<file path="src/rtl/video_host_regs_if.sv">
// Cart-bus handshake between the host register file (master) and the cartridge/VRAM side (slave).
interface video_host_regs_if;
  logic        req;
  logic        ack;
  logic [13:0] addr;
  logic        wren;
  logic [7:0]  wdata;
  logic [7:0]  rdata;

  modport master (
    output req,
    output addr,
    output wren,
    output wdata,
    input  ack,
    input  rdata
  );

  modport slave (
    input  req,
    input  addr,
    input  wren,
    input  wdata,
    output ack,
    output rdata
  );
endinterface

</file>
<file path="src/rtl/video_host_regs.sv">
// Host-facing register file of the picture unit: register decode, scroll/address latches, status/NMI, cart VRAM FSM.
// Optional open-bus decay is enabled by defining VIDEO_HOST_REGS_DECAY_EN.
module video_host_regs #(
  parameter logic [15:0] DECAY_TICKS = 16'd50000
) (
  input  logic        I_clock,
  input  logic        I_reset,
  input  logic        I_host_strobe,
  input  logic [2:0]  I_host_addr,
  input  logic        I_host_wren,
  input  logic [7:0]  I_host_data,
  output logic [7:0]  O_host_data,
  output logic        O_host_nmi,
  input  logic        I_vblank_set,
  input  logic        I_vblank_clear,
  input  logic        I_spr0_hit,
  input  logic        I_spr_ovf,
  output logic [7:0]  O_ctrl,
  output logic [7:0]  O_mask,
  output logic [14:0] O_vram_v,
  output logic [14:0] O_vram_t,
  output logic [2:0]  O_fine_x,
  output logic [7:0]  O_oam_addr,
  output logic        O_oam_wren,
  output logic [7:0]  O_oam_data,
  input  logic [7:0]  I_oam_data,
  output logic [4:0]  O_pal_addr,
  output logic        O_pal_wren,
  output logic [5:0]  O_pal_data,
  input  logic [5:0]  I_pal_data,
  video_host_regs_if.master cart
);

  localparam logic [2:0] REG_CTRL    = 3'd0;
  localparam logic [2:0] REG_MASK    = 3'd1;
  localparam logic [2:0] REG_STATUS  = 3'd2;
  localparam logic [2:0] REG_OAMADDR = 3'd3;
  localparam logic [2:0] REG_OAMDATA = 3'd4;
  localparam logic [2:0] REG_SCROLL  = 3'd5;
  localparam logic [2:0] REG_ADDR    = 3'd6;
  localparam logic [2:0] REG_DATA    = 3'd7;

  typedef enum logic [1:0] {
    ST_IDLE    = 2'd0,
    ST_RD_WAIT = 2'd1,
    ST_WR_WAIT = 2'd2
  } state_t;

  state_t      r_state;
  state_t      w_state_next;

  logic [7:0]  r_ctrl;
  logic [7:0]  r_mask;
  logic [14:0] r_v;
  logic [14:0] r_t;
  logic [2:0]  r_fine_x;
  logic        r_w;
  logic [7:0]  r_oam_addr;
  logic        r_oam_wren;
  logic [7:0]  r_oam_data;
  logic        r_oam_inc;
  logic        r_pal_wren;
  logic [4:0]  r_pal_waddr;
  logic [5:0]  r_pal_data;
  logic [7:0]  r_host_data;
  logic        r_nmi;
  logic        r_vblank;
  logic        r_spr0;
  logic        r_ovf;
  logic [7:0]  r_buffer;
  logic [7:0]  r_openbus;
  logic [13:0] r_cart_addr;
  logic [7:0]  r_cart_data;

  logic        w_wr;
  logic        w_rd;
  logic        w_idle;
  logic        w_pal_hit;
  logic        w_acc7;
  logic        w_pal_wr;
  logic        w_cart_start;
  logic        w_status_rd;
  logic        w_cart_req;
  logic        w_cart_wren;
  logic [14:0] w_v_inc;
  logic [7:0]  w_rd_data;

  // Host strobe decode; DATA accesses are only accepted while the cart FSM is idle.
  assign w_wr         = I_host_strobe & I_host_wren;
  assign w_rd         = I_host_strobe & ~I_host_wren;
  assign w_idle       = (r_state == ST_IDLE);
  assign w_pal_hit    = (r_v[13:8] == 6'h3F);
  assign w_acc7       = I_host_strobe & (I_host_addr == REG_DATA) & w_idle;
  assign w_pal_wr     = w_acc7 & I_host_wren & w_pal_hit;
  assign w_cart_start = w_acc7 & ~(I_host_wren & w_pal_hit);
  assign w_status_rd  = w_rd & (I_host_addr == REG_STATUS);
  assign w_v_inc      = r_ctrl[2] ? 15'd32 : 15'd1;

  always_comb begin
    w_rd_data = r_openbus;
    case (I_host_addr)
      REG_STATUS:  w_rd_data = {r_vblank, r_spr0, r_ovf, r_openbus[4:0]};
      REG_OAMDATA: w_rd_data = I_oam_data;
      REG_DATA:    w_rd_data = (w_idle && w_pal_hit) ? {r_openbus[7:6], I_pal_data} : r_buffer;
      default:     w_rd_data = r_openbus;
    endcase
  end

  always_ff @(posedge I_clock or negedge I_reset) begin
    if (!I_reset) begin
      r_state <= ST_IDLE;
    end else begin
      r_state <= w_state_next;
    end
  end

  always_comb begin
    w_state_next = r_state;
    w_cart_req   = 1'b0;
    w_cart_wren  = 1'b0;
    case (r_state)
      ST_IDLE: begin
        if (w_cart_start) begin
          w_state_next = I_host_wren ? ST_WR_WAIT : ST_RD_WAIT;
        end
      end
      ST_RD_WAIT: begin
        w_cart_req = 1'b1;
        if (cart.ack) w_state_next = ST_IDLE;
      end
      ST_WR_WAIT: begin
        w_cart_req  = 1'b1;
        w_cart_wren = 1'b1;
        if (cart.ack) w_state_next = ST_IDLE;
      end
      default: w_state_next = ST_IDLE;
    endcase
  end

  // Cart address/data are captured at the start of an access and stay frozen until ack.
  always_ff @(posedge I_clock or negedge I_reset) begin
    if (!I_reset) begin
      r_cart_addr <= 14'd0;
      r_cart_data <= 8'd0;
      r_buffer    <= 8'd0;
    end else begin
      if (w_cart_start) begin
        r_cart_addr <= (!I_host_wren && w_pal_hit) ? (r_v[13:0] & 14'h2FFF) : r_v[13:0];
        r_cart_data <= I_host_data;
      end
      if (r_state == ST_RD_WAIT && cart.ack) begin
        r_buffer <= cart.rdata;
      end
    end
  end

  always_ff @(posedge I_clock or negedge I_reset) begin
    if (!I_reset) begin
      r_ctrl      <= 8'd0;
      r_mask      <= 8'd0;
      r_v         <= 15'd0;
      r_t         <= 15'd0;
      r_fine_x    <= 3'd0;
      r_w         <= 1'b0;
      r_oam_addr  <= 8'd0;
      r_oam_wren  <= 1'b0;
      r_oam_data  <= 8'd0;
      r_oam_inc   <= 1'b0;
      r_pal_wren  <= 1'b0;
      r_pal_waddr <= 5'd0;
      r_pal_data  <= 6'd0;
      r_host_data <= 8'd0;
    end else begin
      r_oam_wren <= 1'b0;
      r_pal_wren <= 1'b0;
      r_oam_inc  <= 1'b0;
      // OAM address advances the cycle after the write pulse so the pulse sees the old address.
      if (r_oam_inc) r_oam_addr <= r_oam_addr + 8'd1;

      if (w_rd) r_host_data <= w_rd_data;

      if (w_wr) begin
        case (I_host_addr)
          REG_CTRL: begin
            r_ctrl       <= I_host_data;
            r_t[11:10]   <= I_host_data[1:0];
          end
          REG_MASK:    r_mask <= I_host_data;
          REG_OAMADDR: r_oam_addr <= I_host_data;
          REG_OAMDATA: begin
            r_oam_wren <= 1'b1;
            r_oam_data <= I_host_data;
            r_oam_inc  <= 1'b1;
          end
          REG_SCROLL: begin
            if (!r_w) begin
              r_fine_x <= I_host_data[2:0];
              r_t[4:0] <= I_host_data[7:3];
            end else begin
              r_t[14:12] <= I_host_data[2:0];
              r_t[9:5]   <= I_host_data[7:3];
            end
          end
          REG_ADDR: begin
            if (!r_w) begin
              r_t[13:8] <= I_host_data[5:0];
              r_t[14]   <= 1'b0;
            end else begin
              r_t[7:0] <= I_host_data;
              r_v      <= {r_t[14:8], I_host_data};
            end
          end
          default: ;
        endcase
      end

      if (w_wr && (I_host_addr == REG_SCROLL || I_host_addr == REG_ADDR)) begin
        r_w <= ~r_w;
      end else if (w_status_rd) begin
        r_w <= 1'b0;
      end

      if (w_acc7) r_v <= r_v + w_v_inc;

      if (w_pal_wr) begin
        r_pal_wren  <= 1'b1;
        r_pal_waddr <= r_v[4:0];
        r_pal_data  <= I_host_data[5:0];
      end
    end
  end

  // A status read wins over a simultaneous vblank_set, which suppresses that frame's flag.
  always_ff @(posedge I_clock or negedge I_reset) begin
    if (!I_reset) begin
      r_vblank <= 1'b0;
      r_spr0   <= 1'b0;
      r_ovf    <= 1'b0;
      r_nmi    <= 1'b0;
    end else begin
      if (w_status_rd || I_vblank_clear) r_vblank <= 1'b0;
      else if (I_vblank_set)             r_vblank <= 1'b1;

      if (I_vblank_clear)  r_spr0 <= 1'b0;
      else if (I_spr0_hit) r_spr0 <= 1'b1;

      if (I_vblank_clear) r_ovf <= 1'b0;
      else if (I_spr_ovf) r_ovf <= 1'b1;

      r_nmi <= r_vblank & r_ctrl[7];
    end
  end

`ifdef VIDEO_HOST_REGS_DECAY_EN
  logic [15:0] r_decay_cnt;
  logic        w_rd_full8;

  assign w_rd_full8 = (I_host_addr == REG_OAMDATA) ||
                      ((I_host_addr == REG_DATA) && !(w_idle && w_pal_hit));

  always_ff @(posedge I_clock or negedge I_reset) begin
    if (!I_reset) begin
      r_openbus   <= 8'd0;
      r_decay_cnt <= 16'd0;
    end else if (w_wr) begin
      r_openbus   <= I_host_data;
      r_decay_cnt <= DECAY_TICKS;
    end else if (w_rd && w_rd_full8) begin
      r_decay_cnt <= DECAY_TICKS;
    end else if (r_decay_cnt != 16'd0) begin
      r_decay_cnt <= r_decay_cnt - 16'd1;
      if (r_decay_cnt == 16'd1) r_openbus <= 8'd0;
    end
  end
`else
  logic w_unused_decay;

  assign w_unused_decay = ^DECAY_TICKS;

  always_ff @(posedge I_clock or negedge I_reset) begin
    if (!I_reset) begin
      r_openbus <= 8'd0;
    end else if (w_wr) begin
      r_openbus <= I_host_data;
    end
  end
`endif

  // During the write pulse the palette port shows the captured address; otherwise it tracks v.
  assign O_pal_addr  = r_pal_wren ? r_pal_waddr : r_v[4:0];
  assign O_pal_wren  = r_pal_wren;
  assign O_pal_data  = r_pal_data;

  assign O_host_data = r_host_data;
  assign O_host_nmi  = r_nmi;
  assign O_ctrl      = r_ctrl;
  assign O_mask      = r_mask;
  assign O_vram_v    = r_v;
  assign O_vram_t    = r_t;
  assign O_fine_x    = r_fine_x;
  assign O_oam_addr  = r_oam_addr;
  assign O_oam_wren  = r_oam_wren;
  assign O_oam_data  = r_oam_data;

  assign cart.req    = w_cart_req;
  assign cart.wren   = w_cart_wren;
  assign cart.addr   = r_cart_addr;
  assign cart.wdata  = r_cart_data;

endmodule

</file>
<file path="src/flat_wrapper.sv">
// flat-port wrapper written by rule: the top's interface ports become plain ports
module video_host_regs_flat 
#(
  parameter logic [15:0] DECAY_TICKS = 16'd50000
)
  (I_clock, I_reset, I_host_strobe, I_host_addr, I_host_wren, I_host_data, O_host_data, O_host_nmi, I_vblank_set, I_vblank_clear, I_spr0_hit, I_spr_ovf, O_ctrl, O_mask, O_vram_v, O_vram_t, O_fine_x, O_oam_addr, O_oam_wren, O_oam_data, I_oam_data, O_pal_addr, O_pal_wren, O_pal_data, I_pal_data, cart_req, cart_addr, cart_wren, cart_wdata, cart_ack, cart_rdata);
  video_host_regs_if cart_i ();
  input  logic I_clock;
  input  logic I_reset;
  input  logic I_host_strobe;
  input  logic [2:0] I_host_addr;
  input  logic I_host_wren;
  input  logic [7:0] I_host_data;
  output logic [7:0] O_host_data;
  output logic O_host_nmi;
  input  logic I_vblank_set;
  input  logic I_vblank_clear;
  input  logic I_spr0_hit;
  input  logic I_spr_ovf;
  output logic [7:0] O_ctrl;
  output logic [7:0] O_mask;
  output logic [14:0] O_vram_v;
  output logic [14:0] O_vram_t;
  output logic [2:0] O_fine_x;
  output logic [7:0] O_oam_addr;
  output logic O_oam_wren;
  output logic [7:0] O_oam_data;
  input  logic [7:0] I_oam_data;
  output logic [4:0] O_pal_addr;
  output logic O_pal_wren;
  output logic [5:0] O_pal_data;
  input  logic [5:0] I_pal_data;
  output wire logic [$bits(cart_i.req)-1:0] cart_req;
  output wire logic [$bits(cart_i.addr)-1:0] cart_addr;
  output wire logic [$bits(cart_i.wren)-1:0] cart_wren;
  output wire logic [$bits(cart_i.wdata)-1:0] cart_wdata;
  input wire logic [$bits(cart_i.ack)-1:0] cart_ack;
  input wire logic [$bits(cart_i.rdata)-1:0] cart_rdata;
  assign cart_req = cart_i.req;
  assign cart_addr = cart_i.addr;
  assign cart_wren = cart_i.wren;
  assign cart_wdata = cart_i.wdata;
  assign cart_i.ack = cart_ack;
  assign cart_i.rdata = cart_rdata;
  video_host_regs #(.DECAY_TICKS(DECAY_TICKS)) u_core (.I_clock(I_clock), .I_reset(I_reset), .I_host_strobe(I_host_strobe), .I_host_addr(I_host_addr), .I_host_wren(I_host_wren), .I_host_data(I_host_data), .O_host_data(O_host_data), .O_host_nmi(O_host_nmi), .I_vblank_set(I_vblank_set), .I_vblank_clear(I_vblank_clear), .I_spr0_hit(I_spr0_hit), .I_spr_ovf(I_spr_ovf), .O_ctrl(O_ctrl), .O_mask(O_mask), .O_vram_v(O_vram_v), .O_vram_t(O_vram_t), .O_fine_x(O_fine_x), .O_oam_addr(O_oam_addr), .O_oam_wren(O_oam_wren), .O_oam_data(O_oam_data), .I_oam_data(I_oam_data), .O_pal_addr(O_pal_addr), .O_pal_wren(O_pal_wren), .O_pal_data(O_pal_data), .I_pal_data(I_pal_data), .cart(cart_i));
endmodule
</file>
<file path="config.mk">
export PLATFORM = sky130hd
export DESIGN_NAME = video_host_regs_flat
export DESIGN_NICKNAME = d
export VERILOG_FILES = /design/src/rtl/video_host_regs_if.sv /design/src/rtl/video_host_regs.sv /design/src/flat_wrapper.sv
export SDC_FILE = /design/constraint.sdc
export NUM_CORES = 1
export LEC_CHECK = 0
export BUFFER_PORTS_ARGS = -buffer_cell sky130_fd_sc_hd__buf_2
export CORE_ASPECT_RATIO = 1.75
export CORE_MARGIN = 10
export CORE_UTILIZATION = 48
export CTS_CLUSTER_DIAMETER = 150
export DETAILED_ROUTE_END_ITERATION = 6
export PLACE_DENSITY = 0.73
export SYNTH_ARGS = -nofsm -noshare
export SYNTH_HDL_FRONTEND = slang
export SYNTH_SLANG_ARGS = --single-unit
</file>
<file path="constraint.sdc">
create_clock -name I_clock -period 5.6 [get_ports I_clock]
set_input_delay 0.56 -clock I_clock [delete_from_list [all_inputs] [get_ports I_clock]]
set_output_delay 0.56 -clock I_clock [all_outputs]
set_load 0.05 [all_outputs]
</file>
==> flow_summary.toml, run 1 <==
[route]
drtPass1Iterations = 5
drc_errors = 0
drtIter0Drc = 242
antenna_left = 0
viasPerCell = 5.562
vias = 4789
post_drt_wl_per_cell_um = 20.23
wirelength_mm = 17.42

[power_and_ir_drop]
cellLeakagePower_uw = 0.003493
comb_power_share_pct = 41.5
p_per_area_nw_per_um2 = 586.7
p_clk_share_pct = 24.5
pwr-share-seq_pct = 34.1
p_sw_uw = 2063
max-vdd-ir-drop_uv = 407.5
switching_share_pct = 46.55
p_int_uw = 2369

[final_layout]
insertedDiodeCount = 0
nNetsFinal = 729
layout_commonest_cell = "buf_2"
drive_above_1_share_pct = 40.84
layout_common_cells = "buf_2, dfrtp_1, mux2_2"
syn_to_final_growth_pct = 22.45

[clock_tree]
clock_latency_ps = 410
cts_tree = "yes"
holdBufCountCts = 0
cts_setup_buffers = 0
path_clk_slew_ps = 60
cts_max_path_buffers = 2
numCtsBuffers = 17
clock_sinks = 131
htree_levels = 4
cts-root-buf = "clkbuf_16"
post_cts_resized = 0

[global_route]
antenna_found_initial = 0
grt_usage_pct = 19.25
grt_max_degree = 92
grt_pass1_wl_mm = 27.39
grt_pass1_vias = 5076
overflow = 0

[synth]
synth-seq-cells = 131
synth_top_cell_by_area = "dfrtp_1"
ys_types = 61
postSynthAreaPerCell_sq_um = 11.45
synth_area_sq_um = 6171
synth-edff-count = 0
synthFlopType = "dfrtp_1"
async_reset_ff_share_pct = 100.0
ys_warn_count = 0
synth_area_leaders = "dfrtp_1, mux2_2, nor2_1"
synth_top_area_share_pct = 53.12
seq_area_frac_synth_pct = 53.12
syn_inst = 539
synth_nets = 588

[timing]
finalCritPeriodShare_pct = 45.71
period_needed_ps = 2560
worst_slack_ps = 3040
slew_headroom_pct = 10.98
finalHoldViolCount = 0
max_freq_mhz = 390.7
rsz0062_at_grt = "no"
skew_ps = 8.003
tightest_slew_ps = 1331
setup_viol = 0
maxSlewViolCount = 0
fin_tns_setup_ps = 0

[floorplan]
die_area_sq_um = 17970
fp-row-count = 54
ios = 153
start_util_pct = 49.10
die_h_um = 170.0
die_w_um = 105.7
fp.coreArea_sq_um = 12570

[worst_setup_path]
critPathKind = "reg2reg"
setup.worst_path.start_class = "register"
worstPathMaxFanout = 25
worstSetupEndpointType = "register"
arrival_ps = 2850
required_ps = 5900

[placement]
place_ws_ps = 2712
place_congestion = 0.8467
dp_hpwl_mm = 12.74
numPortBuffers = 152

[flow_run]
maxCapViolations = 0

[status]
status = "finished, final reports clean"

[worst_hold_path]
hold_path.class = "in2reg"
## worst max-delay path, cell delays in order (launching register included)
cell,delay (ps)
dfrtp_1,400
inv_1,110
ha_1,280
nand2_1,170
a211oi_4,1040
mux2_2,430
## logic make-up (layout without fill, tap and decap cells)
group                    after synthesis  count (layout)  synth area share [%]
AND/OR/NAND/NOR                      164             164                 13.95
multiplexers                          85              85                 15.47
adder cells (fa/ha/maj)                7               7                 1.419
flip-flops                           131             131                 53.12
XOR/XNOR                               9               9                 1.277
AO/OA/AOI/OAI                        101             101                 11.21
buffers and inverters                 42             196                 3.548
## final timing paths
| kind | startpoint | slack, ps | endpoint | cells after the start |
|---|---|---|---|---|
| max in group asynchronous | I_reset | 4020 | u_core.r_vblank | 2 |
| worst max-delay path | u_core.r_state[1] | 3040 | u_core.cart.addr[6] | 5 |
| min in group asynchronous | I_reset | 370 | u_core.cart.addr[8] | 1 |
| worst min-delay path | I_vblank_clear | 340 | u_core.r_vblank | 2 |
| worst max register to register | u_core.r_state[1] | 3040 | u_core.cart.addr[6] | 5 |
| worst min register to register | u_core.cart.addr[0] | 480 | u_core.cart.addr[0] | 1 |
## layout make-up
class,count,area [sq um]
Fill cell,1082,5011
Clock inverter,15,156.4
Timing Repair Buffer,153,770.7
Tap cell,168,210.2
Clock buffer,17,425.4
Sequential cell,131,3278
Inverter,11,41.29
Multi-Input combinational cell,366,2674
## sequential cells by signal (all words and copies together) (netlist names)
register	cells
u_core.O_vram_t	15
u_core.r_spr0	1
u_core.O_pal_data	6
u_core.r_ovf	1
u_core.O_vram_v	15
u_core.O_oam_data	8
u_core.O_oam_addr	8
u_core.O_ctrl	8
u_core.r_openbus	8
u_core.r_buffer	8
u_core.O_pal_wren	1
u_core.O_mask	8
u_core.r_state	2
u_core.r_pal_waddr	5
u_core.O_host_nmi	1
u_core.cart.wdata	8
u_core.O_host_data	8
u_core.r_vblank	1
u_core.cart.addr	14
u_core.O_fine_x	3
u_core.O_oam_wren	1
u_core.r_w	1
## synth_stat cells (2+ instances only)
library cell,number
buf_4,6
xor2_1,3
and3_1,6
a21o_1,2
nor3_1,5
xnor2_1,6
a311oi_1,2
o211ai_1,4
nand2b_1,6
a31o_2,2
dfrtp_1,131
a22oi_1,2
nand2_1,39
a21oi_1,29
mux2i_1,2
nor2b_1,2
a31oi_1,14
or2_2,2
o22ai_1,4
a221o_1,2
and2_1,7
and4_1,2
buf_2,6
clkbuf_1,13
nand4_1,5
nor2_1,45
or4_1,2
nand3_1,24
mux2_2,82
o21ai_0,11
nor3b_1,3
o221ai_1,3
inv_1,11
nand3b_1,5
buf_6,4
ha_1,7
a32o_1,5
a211oi_1,12
## power groups by stage
stage	sequential [uW]	combinational (uW)	clock, uW
3_3_place_gp	1510	1830	0
4_1_cts	1510	1860	1100
5_1_grt	1550	1940	1140
2_1_floorplan	2330	524	0
3_5_place_dp	1520	1860	0
6_report	1510	1840	1080
## metrics by stage
| stage | instances | utilization [%] | total power (uW) | hold WS [ps] | area (sq um) |
|---|---|---|---|---|---|
| 3_3_place_gp | 829 | 55.50 | 3338 | 458.8 | 6974 |
| 5_1_grt | 861 | 60.13 | 4626 | 321.7 | 7556 |
| 2_1_floorplan | 539 | - | 2851 | 264.4 | 6171 |
| 4_1_cts | 861 | 60.13 | 4471 | 315.8 | 7556 |
| 3_5_place_dp | 829 | 55.50 | 3378 | 473.0 | 6974 |
| 6_report | 861 | 60.13 | 4433 | 336.1 | 7556 |
## routing by layer
layer	track usage [%]	share of wire, %	vias to the layer above
met5	0	0	-
met4	7.274	2.6	0
met3	5.825	5.6	30
met2	34.69	54	147
met1	20.49	38	2382
li1	-	-	2230
No activity file was read; power rests on OpenSTA's default activity.
==> run 2: changes to the inputs <==
Clock period 5.6 ns to 2.62 ns, I/O delays scaled along.
==> run 2 against run 1 <==
Against the previous run:
- first-iteration DRC count grew 47%
- clock power grew 120%
- sequential share of layout area shrank 0.58 points
- largest cell class unchanged
- combinational power grew 120%
- register-to-register slack lost 2600 ps
- maximum frequency grew 15%
==> flow_summary.toml, run 2 (same netlist as run 1, synthesis figures left out) <==
[timing]
rsz0062_at_grt = "no"
maxSlewViolCount = 0
fin_tns_setup_ps = 0
finalHoldViolCount = 0
period_needed_ps = 2225
setup_viol = 0
max_freq_mhz = 449.4
finalCritPeriodShare_pct = 84.93
tightest_slew_ps = 770.1
slew_headroom_pct = 48.66
skew_ps = 9.227

[power_and_ir_drop]
power_uw = 9552
cellLeakagePower_uw = 0.003551
max-vdd-ir-drop_uv = 821.3
p_per_area_nw_per_um2 = 1247

[floorplan]
ios = 153
fp.coreArea_sq_um = 12570
start_util_pct = 49.10
fp-row-count = 54
die_h_um = 170.0
die_w_um = 105.7
die_area_sq_um = 17970

[route]
wirelength_mm = 17.94
viasPerCell = 5.669
antenna_left = 0
drc_errors = 0
drtPass1Iterations = 5
drtIter0Drc = 355
vias = 4932
post_drt_wl_per_cell_um = 20.62

[placement]
place_congestion = 0.8570
numPortBuffers = 152
dp_hpwl_mm = 13.13

[final_layout]
final_util_pct = 60.94
layout_common_cells = "buf_2, dfrtp_1, mux2_2"
drive_above_1_share_pct = 41.45
insertedDiodeCount = 0
fillCellCount = 1087
syn_to_final_growth_pct = 24.11
nNetsFinal = 738
layout_commonest_cell = "buf_2"

[worst_setup_path]
worstSetupEndpointType = "register"
arrival_ps = 2530
required_ps = 2920
setup.worst_path.start_class = "register"
worstPathMaxFanout = 12
critPathKind = "reg2reg"

[global_route]
grt_pass1_vias = 5263
grt_usage_pct = 19.84
grt_max_degree = 60
overflow = 0
antenna_found_initial = 0
grt_pass1_wl_mm = 28.16

[clock_tree]
path_clk_slew_ps = 60
clock_sinks = 131
cts_tree = "yes"
post_cts_resized = 0
htree_levels = 4
numCtsBuffers = 17
cts_max_path_buffers = 2
cts-root-buf = "clkbuf_16"
clock_latency_ps = 410

[worst_hold_path]
hold_path.class = "in2reg"

[flow_run]
maxCapViolations = 0

[status]
status = "finished, final reports clean"
run 2: timing repair:
action	CTS	global route
hold buffers	1	0
setup buffers	0	0
hold endpoints to repair	56	0
run 2: path summary, 6_finish.rpt:
path / start / endpoint / slack, ps / cells past startpoint
hold / removal: I_vblank_clear / u_core.r_ovf / 40 / 2
hold reg to reg: u_core.cart.addr[0] / u_core.cart.addr[0] / 490 / 1
min in group asynchronous: I_reset / u_core.cart.addr[9] / 480 / 2
max in group asynchronous: I_reset / u_core.r_w / 1360 / 3
setup reg to reg: u_core.r_state[1] / u_core.O_pal_data[4] / 390 / 6
setup / recovery: u_core.r_state[1] / u_core.O_pal_data[4] / 390 / 6
run 2: cell type report:
cell class | instances | area [sq um] | share of cell area (%)
Tap cell | 168 | 210.2 | 2.745
Timing Repair Buffer | 162 | 853.3 | 11.14
Sequential cell | 131 | 3278 | 42.80
Clock inverter | 13 | 148.9 | 1.944
Clock buffer | 19 | 452.9 | 5.914
Inverter | 11 | 41.29 | 0.5391
Multi-Input combinational cell | 366 | 2674 | 34.91
run 2: routing by layer:
metal,global-route usage [%],up-vias,wire length (um)
li1,-,2257,-
met1,21.33,2438,6671
met2,34.21,191,9539
met3,6.014,46,1041
met4,10.35,0,685
met5,0,-,0
run 2: critical path: stages, from the launching register on:
cell	delay, ps
dfrtp_1	390
inv_1	110
ha_1	280
nand2_1	170
nor2_4	200
and3_1	550
mux2_2	400
run 2: per-stage QoR:
stage,worst slack (ps),hold WS (ps),area (sq um),instances
after CTS,363.0,21.95,7659,870
after detailed placement,359.6,386.2,7047,837
after floorplan,605.6,-33.59,6171,539
after global routing,202.4,23.44,7659,870
final,394.8,38.37,7659,870
after global placement,472.6,367.1,7047,837
run 2: power by group:
part	switching (uW)	total [uW]	internal (uW)
logic	2940	3960	1020
registers	557	3210	2650
clock network	922	2390	1460
==> run 3: changes to the inputs <==
Clock period 2.62 ns to 2.2 ns, I/O delays scaled along.
==> run 3 against run 2 <==
Against the previous run:
- utilization increased by 0.49 points
- combinational power grew 19%
- non-clock buffer count is 9 higher
- via count is 1.2% higher
- global-route usage grew 0.14 points
- register-to-register slack lost 230 ps
- critical endpoint is now u_core.O_pal_data[5]
- sequential power rose by 19%
==> flow_summary.toml, run 3 (same netlist as run 1, synthesis figures left out) <==
[status]
status = "finished, final reports clean"

[final_layout]
layout_common_cells = "buf_2, dfrtp_1, mux2_2"
drive_above_1_share_pct = 41.91
layout_commonest_cell = "buf_2"
nNetsFinal = 747
insertedDiodeCount = 0
syn_to_final_growth_pct = 25.10
fin_area_sq_um = 7720

[placement]
placement.cell_area_sq_um = 7107
place_congestion = 0.8383
numPortBuffers = 152
dp_hpwl_mm = 13.07

[clock_tree]
post_cts_resized = 0
htree_levels = 4
clock_latency_ps = 420
cts-root-buf = "clkbuf_16"
numCtsBuffers = 17
cts_max_path_buffers = 2
cts_tree = "yes"
path_clk_slew_ps = 60
clock_sinks = 131

[worst_setup_path]
cp_top_family = "simple AND/OR/NAND/NOR gates"
arrival_ps = 2340
critPathKind = "reg2reg"
worst-r2r-setup-slack_ps = 160
worst_path_max_delay_cell = "dfrtp_1"
worstSetupEndpointType = "register"
setup.worst_path.start_class = "register"
max_stage_delay_ps = 390
worstPathMaxFanout = 12
crit_chain = "inv_1, ha_1, nand2_1, nor2_4, and3_1, buf_4, mux2_2"
critPathBufInv = 2
required_ps = 2500

[global_route]
grt_use_met3_pct = 5.371
overflow = 0
grt_pass1_vias = 5248
use_met1_pct = 21.27
met2_usage_pct = 35.77
grt_max_degree = 58
grt-busiest-layer = "met2"
antenna_found_initial = 0
grt_pass1_wl_mm = 28.41
grt_usage_pct = 19.98

[timing]
fin_tns_setup_ps = 0
rsz0062_at_grt = "no"
tightest_slew_ps = 631.1
period_needed_ps = 2039
skew_ps = 7.813
finalHoldViolCount = 0
holdWs_ps = 24.25
max_freq_mhz = 490.4
setup_viol = 0
finalCritPeriodShare_pct = 92.69
maxSlewViolCount = 0
slew_headroom_pct = 57.61

[floorplan]
die_w_um = 105.7
die_h_um = 170.0
die_area_sq_um = 17970
fp-row-count = 54
fp.coreArea_sq_um = 12570
ios = 153
start_util_pct = 49.10

[power_and_ir_drop]
power_uw = 11380
max-vdd-ir-drop_uv = 1095
cellLeakagePower_uw = 0.003598
p_per_area_nw_per_um2 = 1474

[route]
drtPass1Iterations = 6
vias = 4993
drtIter0Drc = 281
antenna_left = 0
wirelength_mm = 18.04
post_drt_wl_per_cell_um = 20.53
viasPerCell = 5.680
drc_errors = 0

[flow_run]
maxCapViolations = 0

[worst_hold_path]
hold_path.class = "in2reg"
run 3: layout make-up:
cell class	count	area (sq um)
clock buffers	19	442.9
clock inverters	13	150.1
fillers	1074	4847
inverters	11	41.29
multi-input cells	366	2674
flip-flops and latches	131	3278
well taps	168	210.2
repair buffers	171	923.4
run 3: report_power, final:
group / internal (uW) / total, uW / switching [uW]
Combinational: 1220 / 4730 / 3510
Clock: 1720 / 2820 / 1100
Sequential: 3160 / 3830 / 674
Total: 6100 / 11400 / 5280
run 3: worst register-to-register path, stage by stage, from the launching register on:
cell and delay [ps]:
dfrtp_1 390, inv_1 110, ha_1 270, nand2_1 170
nor2_4 210, and3_1 200, buf_4 210, mux2_2 360
run 3: path summary, 6_finish.rpt:
kind / start / to / depth (start not counted)
min reg2reg: u_core.r_openbus[5] / u_core.r_openbus[5] / 2
max reg2reg: u_core.r_state[0] / u_core.O_pal_data[5] / 7
max: u_core.r_state[0] / u_core.O_pal_data[5] / 7
min in group asynchronous: I_reset / u_core.cart.addr[6] / 2
max in group asynchronous: I_reset / u_core.r_buffer[6] / 3
min: I_spr0_hit / u_core.r_spr0 / 3
run 3: metrics by stage:
| stage | utilization [%] | worst slack [ps] | instances |
|---|---|---|---|
| after floorplan | - | 185.6 | 539 |
| after global placement | 56.55 | 266.7 | 845 |
| after detailed placement | 56.55 | 185.3 | 845 |
| after CTS | 61.43 | 161.2 | 879 |
| after global routing | 61.43 | 16.38 | 879 |
| final | 61.43 | 160.8 | 879 |
run 3: what timing repair did:
action,CTS,global route
endpoints found under the hold margin,35,0
hold buffers,2,0
setup buffers,0,0
setup endpoints to repair,0,0
run 3: layer usage:
metal / up-vias / part of all wire (%)
li1: 2268 / -
met1: 2484 / 36
met2: 203 / 54
met3: 38 / 6.5
met4: 0 / 3.4
met5: - / 0
